==> src/rtl/ysyx_22051013_mem_arb_pkg.sv <==
// Shared encodings for the IF/LS data-memory arbiter: FSM states, grant owners,
// and the constants used to zero data and force 8-byte address alignment.
package ysyx_22051013_mem_arb_pkg;

    typedef enum logic [1:0] {
        ST_IDLE = 2'd0,
        ST_REQ  = 2'd1,
        ST_WAIT = 2'd2,
        ST_RESP = 2'd3
    } state_t;

    // Owner encoding, also used for the round-robin history bit.
    localparam logic GRANT_IF = 1'b0;
    localparam logic GRANT_LS = 1'b1;

    // Bit positions inside the 2-bit request/grant vectors.
    localparam int GNT_IF_BIT = 0;
    localparam int GNT_LS_BIT = 1;

    localparam logic [63:0] ZERO64          = 64'h0;
    localparam logic [63:0] ADDR_ALIGN_MASK = 64'hFFFF_FFFF_FFFF_FFF8;

endpackage

==> src/rtl/ysyx_22051013_rr_arb2.sv <==
// Two-way round-robin picker: a lone request wins outright, a tie goes to the
// requester that did not win last time. Purely combinational, one-hot output.
module ysyx_22051013_rr_arb2
    import ysyx_22051013_mem_arb_pkg::*;
(
    input  logic [1:0] req,
    input  logic       last,
    output logic [1:0] gnt
);

    always_comb begin
        gnt = 2'b00;
        case (req)
            2'b01:   gnt = 2'b01;
            2'b10:   gnt = 2'b10;
            2'b11:   gnt = (last == GRANT_IF) ? 2'b10 : 2'b01;
            default: gnt = 2'b00;
        endcase
    end

endmodule

==> src/rtl/ysyx_22051013_mem_arb.sv <==
// Shares one 64-bit data-memory port between instruction fetch and the LSU,
// one transaction at a time, with a per-transaction timeout that forces an error.
module ysyx_22051013_mem_arb
    import ysyx_22051013_mem_arb_pkg::*;
#(
    parameter int ADDR_W  = 64,
    parameter int DATA_W  = 64,
    parameter int TIMEOUT = 256
) (
    input  logic                clk,
    input  logic                rst,
    input  logic                if_req_valid,
    output logic                if_req_ready,
    input  logic [ADDR_W-1:0]   if_addr,
    output logic                if_resp_valid,
    output logic [DATA_W-1:0]   if_rdata,
    output logic                if_resp_err,
    input  logic                ls_req_valid,
    output logic                ls_req_ready,
    input  logic                ls_we,
    input  logic [ADDR_W-1:0]   ls_addr,
    input  logic [DATA_W-1:0]   ls_wdata,
    input  logic [DATA_W/8-1:0] ls_wmask,
    output logic                ls_resp_valid,
    output logic [DATA_W-1:0]   ls_rdata,
    output logic                ls_resp_err,
    output logic                mem_req_valid,
    input  logic                mem_req_ready,
    output logic                mem_we,
    output logic [ADDR_W-1:0]   mem_addr,
    output logic [DATA_W-1:0]   mem_wdata,
    output logic [DATA_W/8-1:0] mem_wmask,
    input  logic                mem_resp_valid,
    input  logic [DATA_W-1:0]   mem_rdata,
    output logic                busy
);

    localparam int          CNT_W  = (TIMEOUT > 2) ? $clog2(TIMEOUT) : 1;
    localparam logic [31:0] TO_LIM = TIMEOUT;

    state_t              state;
    state_t              state_nxt;
    logic                last_grant;
    logic                owner_q;
    logic                we_q;
    logic [ADDR_W-1:0]   addr_q;
    logic [DATA_W-1:0]   wdata_q;
    logic [DATA_W/8-1:0] wmask_q;
    logic [DATA_W-1:0]   rdata_q;
    logic                err_q;
    logic [CNT_W-1:0]    cnt;

    logic [1:0]          gnt;
    logic                grant;
    logic                grant_ls;
    logic                in_flight;
    logic                timeout_hit;
    logic [ADDR_W-1:0]   sel_addr;

    ysyx_22051013_rr_arb2 u_pick (
        .req  ({ls_req_valid, if_req_valid}),
        .last (last_grant),
        .gnt  (gnt)
    );

    // Handshakes: a requester transfers in the cycle where valid && ready; ready
    // is combinational, only in IDLE, to one requester. Toward memory,
    // mem_req_valid and its fields stay stable until mem_req_ready is seen.
    assign if_req_ready = (state == ST_IDLE) && rst && gnt[GNT_IF_BIT];
    assign ls_req_ready = (state == ST_IDLE) && rst && gnt[GNT_LS_BIT];
    assign grant        = if_req_ready || ls_req_ready;
    assign grant_ls     = gnt[GNT_LS_BIT];
    assign sel_addr     = grant_ls ? ls_addr : if_addr;
    assign in_flight    = (state == ST_REQ) || (state == ST_WAIT);

    // Fires one cycle before the counter lands on TIMEOUT-1, so that value and
    // the forced RESP appear together, TIMEOUT cycles after the grant.
    assign timeout_hit = (TIMEOUT > 0) && ((32'(cnt) + 32'd2) >= TO_LIM);

    assign mem_we    = we_q;
    assign mem_addr  = addr_q;
    assign mem_wdata = wdata_q;
    assign mem_wmask = wmask_q;
    assign if_rdata  = rdata_q;
    assign ls_rdata  = rdata_q;
    assign if_resp_err = err_q;
    assign ls_resp_err = err_q;

    always_comb begin
        state_nxt     = state;
        mem_req_valid = 1'b0;
        if_resp_valid = 1'b0;
        ls_resp_valid = 1'b0;
        busy          = (state != ST_IDLE);
        case (state)
            ST_IDLE: begin
                if (grant) state_nxt = ST_REQ;
            end
            ST_REQ: begin
                mem_req_valid = 1'b1;
                if (timeout_hit)        state_nxt = ST_RESP;
                else if (mem_req_ready) state_nxt = ST_WAIT;
            end
            ST_WAIT: begin
                if (mem_resp_valid || timeout_hit) state_nxt = ST_RESP;
            end
            ST_RESP: begin
                if_resp_valid = (owner_q == GRANT_IF);
                ls_resp_valid = (owner_q == GRANT_LS);
                state_nxt     = ST_IDLE;
            end
            default: state_nxt = ST_IDLE;
        endcase
    end

    always_ff @(posedge clk) begin
        if (!rst) begin
            state      <= ST_IDLE;
            last_grant <= GRANT_IF;
            owner_q    <= GRANT_IF;
            we_q       <= 1'b0;
            addr_q     <= '0;
            wdata_q    <= '0;
            wmask_q    <= '0;
            rdata_q    <= '0;
            err_q      <= 1'b0;
            cnt        <= '0;
        end else begin
            state <= state_nxt;
            if (grant) begin
                owner_q    <= grant_ls ? GRANT_LS : GRANT_IF;
                last_grant <= grant_ls ? GRANT_LS : GRANT_IF;
                we_q       <= grant_ls && ls_we;
                addr_q     <= sel_addr & ADDR_ALIGN_MASK[ADDR_W-1:0];
                wdata_q    <= grant_ls ? ls_wdata : ZERO64[DATA_W-1:0];
                wmask_q    <= (grant_ls && ls_we) ? ls_wmask : '0;
                cnt        <= '0;
            end else if (in_flight) begin
                cnt <= cnt + CNT_W'(1);
            end
            // A real response in WAIT beats a timeout landing in the same cycle.
            if ((state == ST_WAIT) && mem_resp_valid) begin
                rdata_q <= we_q ? ZERO64[DATA_W-1:0] : mem_rdata;
                err_q   <= 1'b0;
            end else if (in_flight && timeout_hit) begin
                rdata_q <= ZERO64[DATA_W-1:0];
                err_q   <= 1'b1;
            end
        end
    end

endmodule

==> config.mk <==
export PLATFORM = sky130hd
export DESIGN_NAME = ysyx_22051013_mem_arb
export DESIGN_NICKNAME = d
export VERILOG_FILES = /design/src/rtl/ysyx_22051013_mem_arb_pkg.sv /design/src/rtl/ysyx_22051013_rr_arb2.sv /design/src/rtl/ysyx_22051013_mem_arb.sv
export SDC_FILE = /design/constraint.sdc
export NUM_CORES = 1
export LEC_CHECK = 0
export BUFFER_PORTS_ARGS = -buffer_cell sky130_fd_sc_hd__buf_2
export CAP_MARGIN = 5
export CELL_PAD_IN_SITES_DETAIL_PLACEMENT = 0
export CELL_PAD_IN_SITES_GLOBAL_PLACEMENT = 1
export CORE_AREA = 4 4 208 210
export CTS_CLUSTER_SIZE = 8
export DETAILED_ROUTE_END_ITERATION = 10
export DIE_AREA = 0 0 212 214
export GPL_ROUTABILITY_DRIVEN = 0
export PLACE_DENSITY = 0.67
export SYNTH_ARGS = -nofsm -noshare
export SYNTH_HDL_FRONTEND = slang
export SYNTH_SLANG_ARGS = --single-unit
==> constraint.sdc <==
create_clock -name clk -period 2.12 [get_ports clk]
set_input_delay 0.424 -clock clk [delete_from_list [all_inputs] [get_ports clk]]
set_output_delay 0.424 -clock clk [all_outputs]
set_load 0.02 [all_outputs]
# [After elaboration in Yosys (flattened, before gate mapping)]
# Index checks and enable logic that the tools add are counted.
[totals] register_bits=210 in_bits=271 out_inout_bits=273 word_cells=55
[classes] addsub=2 n_lt_le_gt_ge=1 eq_ne=9 muxes=17 bitwise=2 reduce_logical=15
[ops] cell="64-bit two-way mux" n=5
[ops] cell="2-bit two-way mux" n=5
[ops] cell="8-bit by 2-bit adder with 9-bit output (second input constant)" n=1
[ops] cell="9-bit >= comparator (second input constant)" n=1
[ops] cell="8-bit by 1-bit adder with 8-bit output (second input constant)" n=1
[ops] cell="2-bit equality test (second input constant)" n=4
[ops] cell="8-bit two-way mux" n=1
[ops] cell="2-bit one-hot mux with 4 select lines" n=1
[ops] cell="1-bit logical AND" n=6
[ops] cell="2-bit one-hot mux with 3 select lines" n=1
[ops] cell="2-bit by 1-bit equality test with 1-bit output (second input constant)" n=2
[ops] cell="1-bit two-way mux" n=4
[ops] cell="2-bit inequality test (second input constant)" n=2
[ops] cell="2-bit nonzero test" n=2
[ops] cell="2-bit OR reduction" n=2
[ops] cell="1-bit logical OR" n=3
[ops] cell="3-bit inequality test (second input constant)" n=1
[ops] cell="3-bit AND reduction" n=1
[ops] cell="2-bit zero test" n=1
[ops] cell="1-bit NOT" n=2

# [Logic depth before layout (Yosys ltp)]
# Gate-level depths: netlist of run 1.
[logic_depth] depth_word=6 ltp_mapped=8 mapped_depth_nobuf=6

# [Cells and area by module]
# From an unflattened synthesis of run 1, not the netlist that was laid out.
[hier_totals] cells_unflattened=799 hier_area_um2=8629.5
[by_module_without_submodules] module="ysyx_22051013_mem_arb" n_inst=1 cells_per_inst=796 area_per_inst_um2=8610.8 seq_area_each_um2=4204.0
[by_module_without_submodules] module="ysyx_22051013_rr_arb2" n_inst=1 cells_per_inst=3 area_per_inst_um2=18.8 seq_area_each_um2=0.0

# [Worst setup path after synthesis of run 1]
# OpenSTA, ideal clock, no wires.
[synth_path] path_kind="flip-flop to flip-flop" startpoint="register state[0]" endpoint="register wdata_q[10], in the netlist mem_wdata[10]" setup_ns=0.060 arrival_ns=1.692 t_required_ns=2.060 setup_slack_ns=0.369 stages_incl_launch_ff=8 n_path_buf=1 period_less_slack_ns=1.751 cell_sequence="dfxtp_1 > inv_1 > ha_1 > inv_2 > nor3_4 > nor2_1 > clkbuf_1 > a22o_1"
[synth_via] elab_chain_cells=4 word_cells_on_any_way=5 classes_between="5 x reduce/logical"
[synth_rtl] item="from (decl)" line="ysyx_22051013_mem_arb.sv:41" text="state_t state;"
[synth_rtl] item="from (signal assigned)" line="ysyx_22051013_mem_arb.sv:129" text="state <= state_nxt;"
[synth_rtl] item="2-bit zero test (*)" line="ysyx_22051013_mem_arb.sv:69, ysyx_22051013_mem_arb.sv:70"
[synth_rtl] item="1-bit logical AND (*)" line="ysyx_22051013_mem_arb.sv:69, ysyx_22051013_mem_arb.sv:70"
[synth_rtl] item="1-bit logical AND (on tied branches)" line="ysyx_22051013_mem_arb.sv:69, ysyx_22051013_mem_arb.sv:70"
[synth_rtl] item="1-bit logical OR (*)" line="ysyx_22051013_mem_arb.sv:71" text="assign grant = if_req_ready || ls_req_ready;"
[synth_rtl] item="to (signal assigned)" line="ysyx_22051013_mem_arb.sv:135" text="wdata_q <= grant_ls ? ls_wdata : ZERO64[DATA_W-1:0];"
[synth_rtl] item="to (decl)" line="ysyx_22051013_mem_arb.sv:47" text="logic [DATA_W-1:0] wdata_q;"
# Every way passes the cells marked *; elsewhere a longest branch is shown, timed or not.
# A chain may end at the register's enable or synchronous reset.

# [Worst setup path in the final report of run 1]
[layout_path] startpoint="register state[1]" endpoint="output port if_req_ready"
[layout_via] elab_chain_cells=3
[layout_rtl] item="2-bit zero test" line="ysyx_22051013_mem_arb.sv:69" text="assign if_req_ready = (state == ST_IDLE) && rst && gnt[GNT_IF_BIT];"
[layout_rtl] item="1-bit logical AND (2 in a row)" line="ysyx_22051013_mem_arb.sv:69"
[layout_rtl] item="to (decl)" line="ysyx_22051013_mem_arb.sv:13" text="output logic if_req_ready,"
# Every way passes these cells.

==> metrics.md, run 1 <==
| Metric | Value |
|---|---|
| Worst hold start | ls_wmask[6] |
| Layout Nets | between 1,500 and 2,000 |
| Synthesized instance count | 795 |
| Slowest-stage cell, CP | dfxtp_4 |
| IO Port Bufs | 534 |
| First-pass GRT wire length | 42.2 mm |
| Pre-Repair DR Iteration Count | 4 |
| Setup violators final | 0 |
| Routed Antenna Nets | 0 |
| Warnings, synthesis | 0 |
| CP endpoint kind | output port |
| Via count | between 7,000 and 8,000 |
| Syn avg cell area | 10.2 µm² |
| Synthesis-stage register bit count | 210 |
| Ys flop type | dfxtp_1 |
| Mapped Area | 8140 µm² |
| Clk buf depth | 3 |
| Die area | 45,400 µm² |
| Setup crit start | state[1] |
| FMAX | 498 MHz |
| Post-layout min period | between 2000 and 2500 ps |
| Post-synth top area share | between 50% and 60% |
| Tcrit/Tclk final | a little over nine tenths |
| Most numerous cell in the Yosys netlist | dfxtp_1 |
| Share of layout cells above drive strength 1 | 48.4% |
| CTS Buf Count | 30 |
| # H-tree levels | 1 |
| Root Buffer | clkbuf_16 |
| Clk_lat worst skew | about 550 ps |
| Slew Limit Headroom | 49.3% |
| CP cell instances | inv_4 -> ha_4 -> nand3_1 -> a21oi_2 -> buf_4 -> buf_6 |
| Starting Density | 19.6% |
| Worst path buffer plus inverter count | 3 |
| Setup tns final | 0 ps |
| Global Route Usage Sum | 11.5% |
| CTS sink count | 210 |
| DR iter-0 viols | 420 |
| FFs w/ async S/R, synth | 0% |
| Cts hold-fix bufs | 0 |
| Dominant cell type by area after synthesis | dfxtp_1 |
| Max cap viols | 0 |
| Max incr delay on CP | 360 ps |
| Highest ir drop seen on vdd | approximately 0.47 mV |
| Status | completed |
| CP required | 1700 ps |
| Seq/Total Area, Yosys | 51.6% |
| Worst path arrival time | 1590 ps |
| DRC violations left | 0 |
| R2R Path Start | state[1] |
| Die Ht | 214 µm |
| Crit Path Category | flop to output port |
| Cell variety after synth | 40 |
| HP Class | primary input to flop |
| EDFF count, synth | 0 |
| Dpl hpwl | 21.8 mm |
| Power density over the cells | ~1100 nW/µm² |
| Core ar. | 41,600 µm² |
| Vias in the first global route | 7,419 |
| Slew @ Worst Pin | 760 ps |
| Die W | 212 µm |
| Via density | 4.19 |
| CP Max Fanout | 4 |
| Total grt overflow | 0 |
| Placed cell areas | 11,000 µm² |
| CTS tree | built |
| Delay-heaviest family, CP | flip-flops |
| RSZ-0062 raised after global routing | false |
| Hold slack final | 86.9 ps |
| Routed length per instance | approximately 16 µm |
| Setup Skew | 17.6 ps |
| Ports | 544 |
| Post-route design area | 11,800 µm² |
| Synth area leaders | dfxtp_1 52%, a22o_1 7.9%, mux2i_1 7.6% |
| Initial antenna violation count | 0 |
| # rows | 75 |
| Synth cell count leaders | 210 x dfxtp_1, 134 x nor2_1, 73 x a22o_1, 72 x buf_4, 64 x a22oi_1 |
| Area growth syn-to-layout | 45.5% |
| Antenna diodes | 0 |
| Startpoint Class | flop |
| Largest net degree at the start of global routing | 67 |
| Slew Viols, Final | 0 |
| Final-report hold violation count | 0 |
| Final WL | 28.2 mm |
| Leakage | 0.00588 µW |
| CTS clk-pin slew, worst paths | 50 ps |
[flip-flops by register name (all words and copies together), names as in the netlist]
register / cells
mem_wdata: 64
mem_addr: 61
mem_we: 1
cnt: 8
if_rdata: 64
state: 2
if_resp_err: 1
mem_wmask: 8
owner_q: 1
[area by class of cell]
| class | instances | area [µm²] |
|---|---|---|
| multi-input cells | 451 | 3160 |
| inverters | 5 | 23.8 |
| flip-flops and latches | 210 | 4210 |
| well taps | 539 | 674 |
| clock buffers | 33 | 762 |
| fillers | 4433 | 29700 |
| clock inverters | 2 | 21.3 |
| repair buffers | 564 | 2990 |
[layer usage]
layer	up-vias	global-route usage [%]	wire length (µm)
met4	0	3.35	597
met1	3464	13.9	11500
li1	3722	-	-
met5	-	0	0
met3	38	2.49	2230
met2	332	20.2	13900
[cells in the final DEF (no fill, tap or decap), types with 4 or more instances in the layout]
master,netlist,final
buf_2,27,533
clkbuf_16,0,30
xor2_1,4,4
buf_4,72,23
nand3_1,5,5
nor2_1,134,133
a211oi_1,62,62
buf_12,0,7
mux2i_1,62,62
ha_1,6,5
nand2_1,4,4
a22oi_1,64,64
dfxtp_1,210,207
a22o_1,73,73
[worst reg2reg max path: stages, from the launching register on]
cell and delay (ps):
dfxtp_4 360, inv_4 60, ha_4 160, buf_4 140, inv_2 50, nor3_4 200, buf_12 200, buf_12 260
nor2_1 90, a211oi_1 240
[report_power, final]
| group | switching (µW) | internal (µW) |
|---|---|---|
| combinational | 2500 | 1610 |
| clock | 1620 | 2480 |
| sequential | 391 | 4620 |
[cells by family after synthesis]
kind of cell | after synthesis | synth area share (%)
muxes | 62 | 7.62
AOI/OAI and AO/OA | 212 | 20.7
adders and majority gates | 6 | 0.922
buffers and inverters | 137 | 10.2
and+or+nand+nor | 161 | 8.21
DFF | 210 | 51.6
xor gates and xnor gates | 6 | 0.645
other | 1 | 0.0461
[worst paths after layout]
kind | slack (ps) | endpoint | depth (start not counted)
max reg2reg | 260 | mem_addr[56] | 9
max | 110 | if_req_ready | 6
min reg2reg | 460 | mem_wdata[60] | 1
min | 90 | mem_wmask[6] | 2
[through the flow]
stage | worst slack (ps) | util [%] | instances | total power, µW
6_report | 110 | 28.5 | 1804 | 13200
5_1_grt | 2.61 | 28.5 | 1804 | 14000
4_1_cts | 3.63 | 28.4 | 1802 | 13500
3_5_place_dp | 67.9 | 26.5 | 1766 | 9160
3_3_place_gp | 115 | 26.5 | 1766 | 9120
2_1_floorplan | 369 | - | 797 | 7640
[repair_timing]
item | 4_1_cts | 5_1_grt
endpoints found under the setup margin | 3 | 18
hold endpoints to repair | 0 | 0
resized for setup | 8 | 4
pin swaps | 1 | 2
gates cloned | 0 | 1
buffers inserted | 1 | 1
(Power assumes the default switching activity.)
==> inputs of run 2 (changes only) <==
--- a/config.mk
+++ b/config.mk
@@ -6,14 +6,14 @@
 export NUM_CORES = 1
 export LEC_CHECK = 0
 export BUFFER_PORTS_ARGS = -buffer_cell sky130_fd_sc_hd__buf_2
-export CAP_MARGIN = 5
+export CAP_MARGIN = 20
 export CELL_PAD_IN_SITES_DETAIL_PLACEMENT = 0
 export CELL_PAD_IN_SITES_GLOBAL_PLACEMENT = 1
 export CORE_AREA = 4 4 208 210
 export CTS_CLUSTER_SIZE = 8
 export DETAILED_ROUTE_END_ITERATION = 10
 export DIE_AREA = 0 0 212 214
-export GPL_ROUTABILITY_DRIVEN = 0
+export GPL_TIMING_DRIVEN = 0
 export PLACE_DENSITY = 0.67
 export SYNTH_ARGS = -nofsm -noshare
 export SYNTH_HDL_FRONTEND = slang
==> metrics.md, run 2 (same netlist as run 1, synthesis figures left out) <==
| Metric | Value |
|---|---|
| Status | completed (unchanged) |
| HP Class | primary input to flop (unchanged) |
| Antenna diodes | 0 (unchanged) |
| Via density | 4.20 (was 4.19) |
| # H-tree levels | 1 (unchanged) |
| Starting Density | 19.6% (unchanged) |
| Area growth syn-to-layout | 52.2% (was 45.5%) |
| Post-layout min period | 2030 ps (was 2010 ps) |
| Power density over the cells | 1080 nW/µm² (was 1120 nW/µm²) |
| Startpoint Class | flop (unchanged) |
| CP endpoint kind | output port (unchanged) |
| CTS clk-pin slew, worst paths | 60 ps (was 50 ps) |
| CTS Buf Count | 30 (unchanged) |
| DRC violations left | 0 (unchanged) |
| Setup violators final | 0 (unchanged) |
| Most frequent cells in the layout | 557 x buf_2, 208 x dfxtp_1, 133 x nor2_1, 79 x buf_4, 73 x a22o_1 (was 533 x buf_2, 207 x dfxtp_1, 133 x nor2_1, 73 x a22o_1, 64 x a22oi_1) |
| CP required | 1700 ps (about the same) |
| Largest net degree at the start of global routing | 16 (was 67) |
| Commonest non-fill, non-tap cell in the layout | buf_2 (unchanged) |
| Via count | 8,026 (was 7,556) |
| R2R cell count | 8 (was 9) |
| Share of layout cells above drive strength 1 | 50.8% (was 48.4%) |
| Slew Viols, Final | 0 (unchanged) |
| Setup Skew | 15.0 ps (was 17.6 ps) |
| Dpl hpwl | 26.0 mm (was 21.8 mm) |
| Routed length per instance | 16.9 µm (was 15.6 µm) |
| Final Core Density | 29.8% (was 28.5%) |
| Die W | 212 µm (unchanged) |
| Clk buf depth | 3 (unchanged) |
| Hold Crit Depth | 2 (unchanged) |
| Leakage | 0.00631 µW (was 0.00588 µW) |
| Ports | 544 (unchanged) |
| Layout Nets | 1,646 (was 1,539) |
| DR iter-0 viols | 263 (was 420) |
| IO Port Bufs | 534 (unchanged) |
| Worst reg2reg setup slack | 210 ps (was 260 ps) |
| Slew Limit Headroom | 29.3% (was 49.3%) |
| Final-report hold violation count | 0 (unchanged) |
| Worst path arrival time | 1610 ps (was 1590 ps) |
| RSZ-0062 raised after global routing | false (unchanged) |
| CP Max Fanout | 4 (unchanged) |
| Die Ht | 214 µm (unchanged) |
| Pre-Repair DR Iteration Count | 4 (unchanged) |
| Worst path buffer plus inverter count | 3 (unchanged) |
| Gpl congestion | 0.852 |
| Delay-heaviest family, CP | flip-flops (unchanged) |
| CP cell instances | inv_2 -> ha_4 -> and3_4 -> buf_8 -> buf_4 (was inv_4 -> ha_4 -> nand3_1 -> a21oi_2 -> buf_4 -> buf_6) |
| # rows | 75 (unchanged) |
| Clk_lat worst skew | 550 ps (about the same) |
| First-pass GRT wire length | 47.9 mm (was 42.2 mm) |
| Slew @ Worst Pin | 1060 ps (was 760 ps) |
| Initial antenna violation count | 1 (was 0) |
| Final WL | 32.3 mm (was 28.2 mm) |
| Vias in the first global route | 8,260 (was 7,419) |
| Max cap viols | 0 (unchanged) |
| Hold slack final | 83.4 ps (was 86.9 ps) |
| Die area | 45,400 µm² (unchanged) |
| CTS sink count | 210 (unchanged) |
| Tcrit/Tclk final | 96.0% (was 94.8%) |
| FMAX | 492 MHz (was 498 MHz) |
| Root Buffer | clkbuf_16 (unchanged) |
| Highest ir drop seen on vdd | 0.510 mV (was 0.469 mV) |
| Crit Path Category | flop to output port (unchanged) |
| Total grt overflow | 0 (unchanged) |
| Critical path depth | 5 (was 6) |
| Routed Antenna Nets | 0 (unchanged) |
| Core ar. | 41,600 µm² (unchanged) |
| Global Route Usage Sum | 13.3% (was 11.5%) |
| Max incr delay on CP | 370 ps (was 360 ps) |
| Slowest-stage cell, CP | dfxtp_1 (was dfxtp_4) |
| CTS tree | built (unchanged) |
[run 2: cell count changes in the layout (fill, tap and decap cells not counted), moves of 2 or more]
cell,change
clkbuf_2,+10
buf_4,+56
buf_12,-6
clkbuf_4,+3
buf_2,+24
inv_2,+2
clkbuf_1,+18
inv_4,-2
[run 2: area by class of cell]
type,count,area [µm²]
Buffer,132,842
Clock buffer,31,754
Clock inverter,2,23.8
Fill cell,4444,29200
Inverter,5,18.8
Multi-Input combinational cell,450,3140
Sequential cell,210,4210
Tap cell,539,674
Timing Repair Buffer,540,2730
[run 2: routing by layer]
metal	wire, µm	part of all wire, %	track usage, %
met1	12600	39	15.0
met2	16500	51	24.6
met3	2580	8.0	3.44
met4	636	2.0	3.67
met5	0	0	0
[run 2: report_power, final]
group | total [µW] | internal (µW) | switching, µW
clock network | 4120 | 2470 | 1650
registers | 5000 | 4610 | 391
logic | 4280 | 1670 | 2600
total | 13400 | 8760 | 4640
[run 2: worst register-to-register path, cell delays in order, from the launching register on]
cell      delay [ps]
dfxtp_1          370
inv_2             80
ha_1             210
and2_1           180
nor2b_1          140
clkbuf_2         220
clkbuf_2         290
a22oi_1          230
nor2_1            60
[run 2: final timing paths]
| path | from | to |
|---|---|---|
| worst min register to register | mem_wdata[4] | mem_wdata[4] |
| worst max-delay path | state[0] | ls_req_ready |
| worst max register to register | state[0] | if_rdata[22] |
| worst min-delay path | ls_wmask[1] | mem_wmask[1] |
[run 2: through the flow]
step	instance area (µm²)	instances	worst slack, ps	power (µW)	setup TNS [ps]
after floorplan	8150	797	369	7640	0
after global placement	11500	1870	-318	9240	-30590
after detailed placement	11500	1870	-376	9280	-36950
after CTS	12400	1908	12.0	13600	0
after global routing	12400	1909	1.05	14200	0
final	12400	1909	85.5	13400	0
[run 2: timing repair]
item,in CTS,in global routing
buffers inserted,5,1
pin swaps,0,1
resized for setup,16,14
gates cloned,0,0
setup endpoints to repair,148,90
hold buffers,0,0
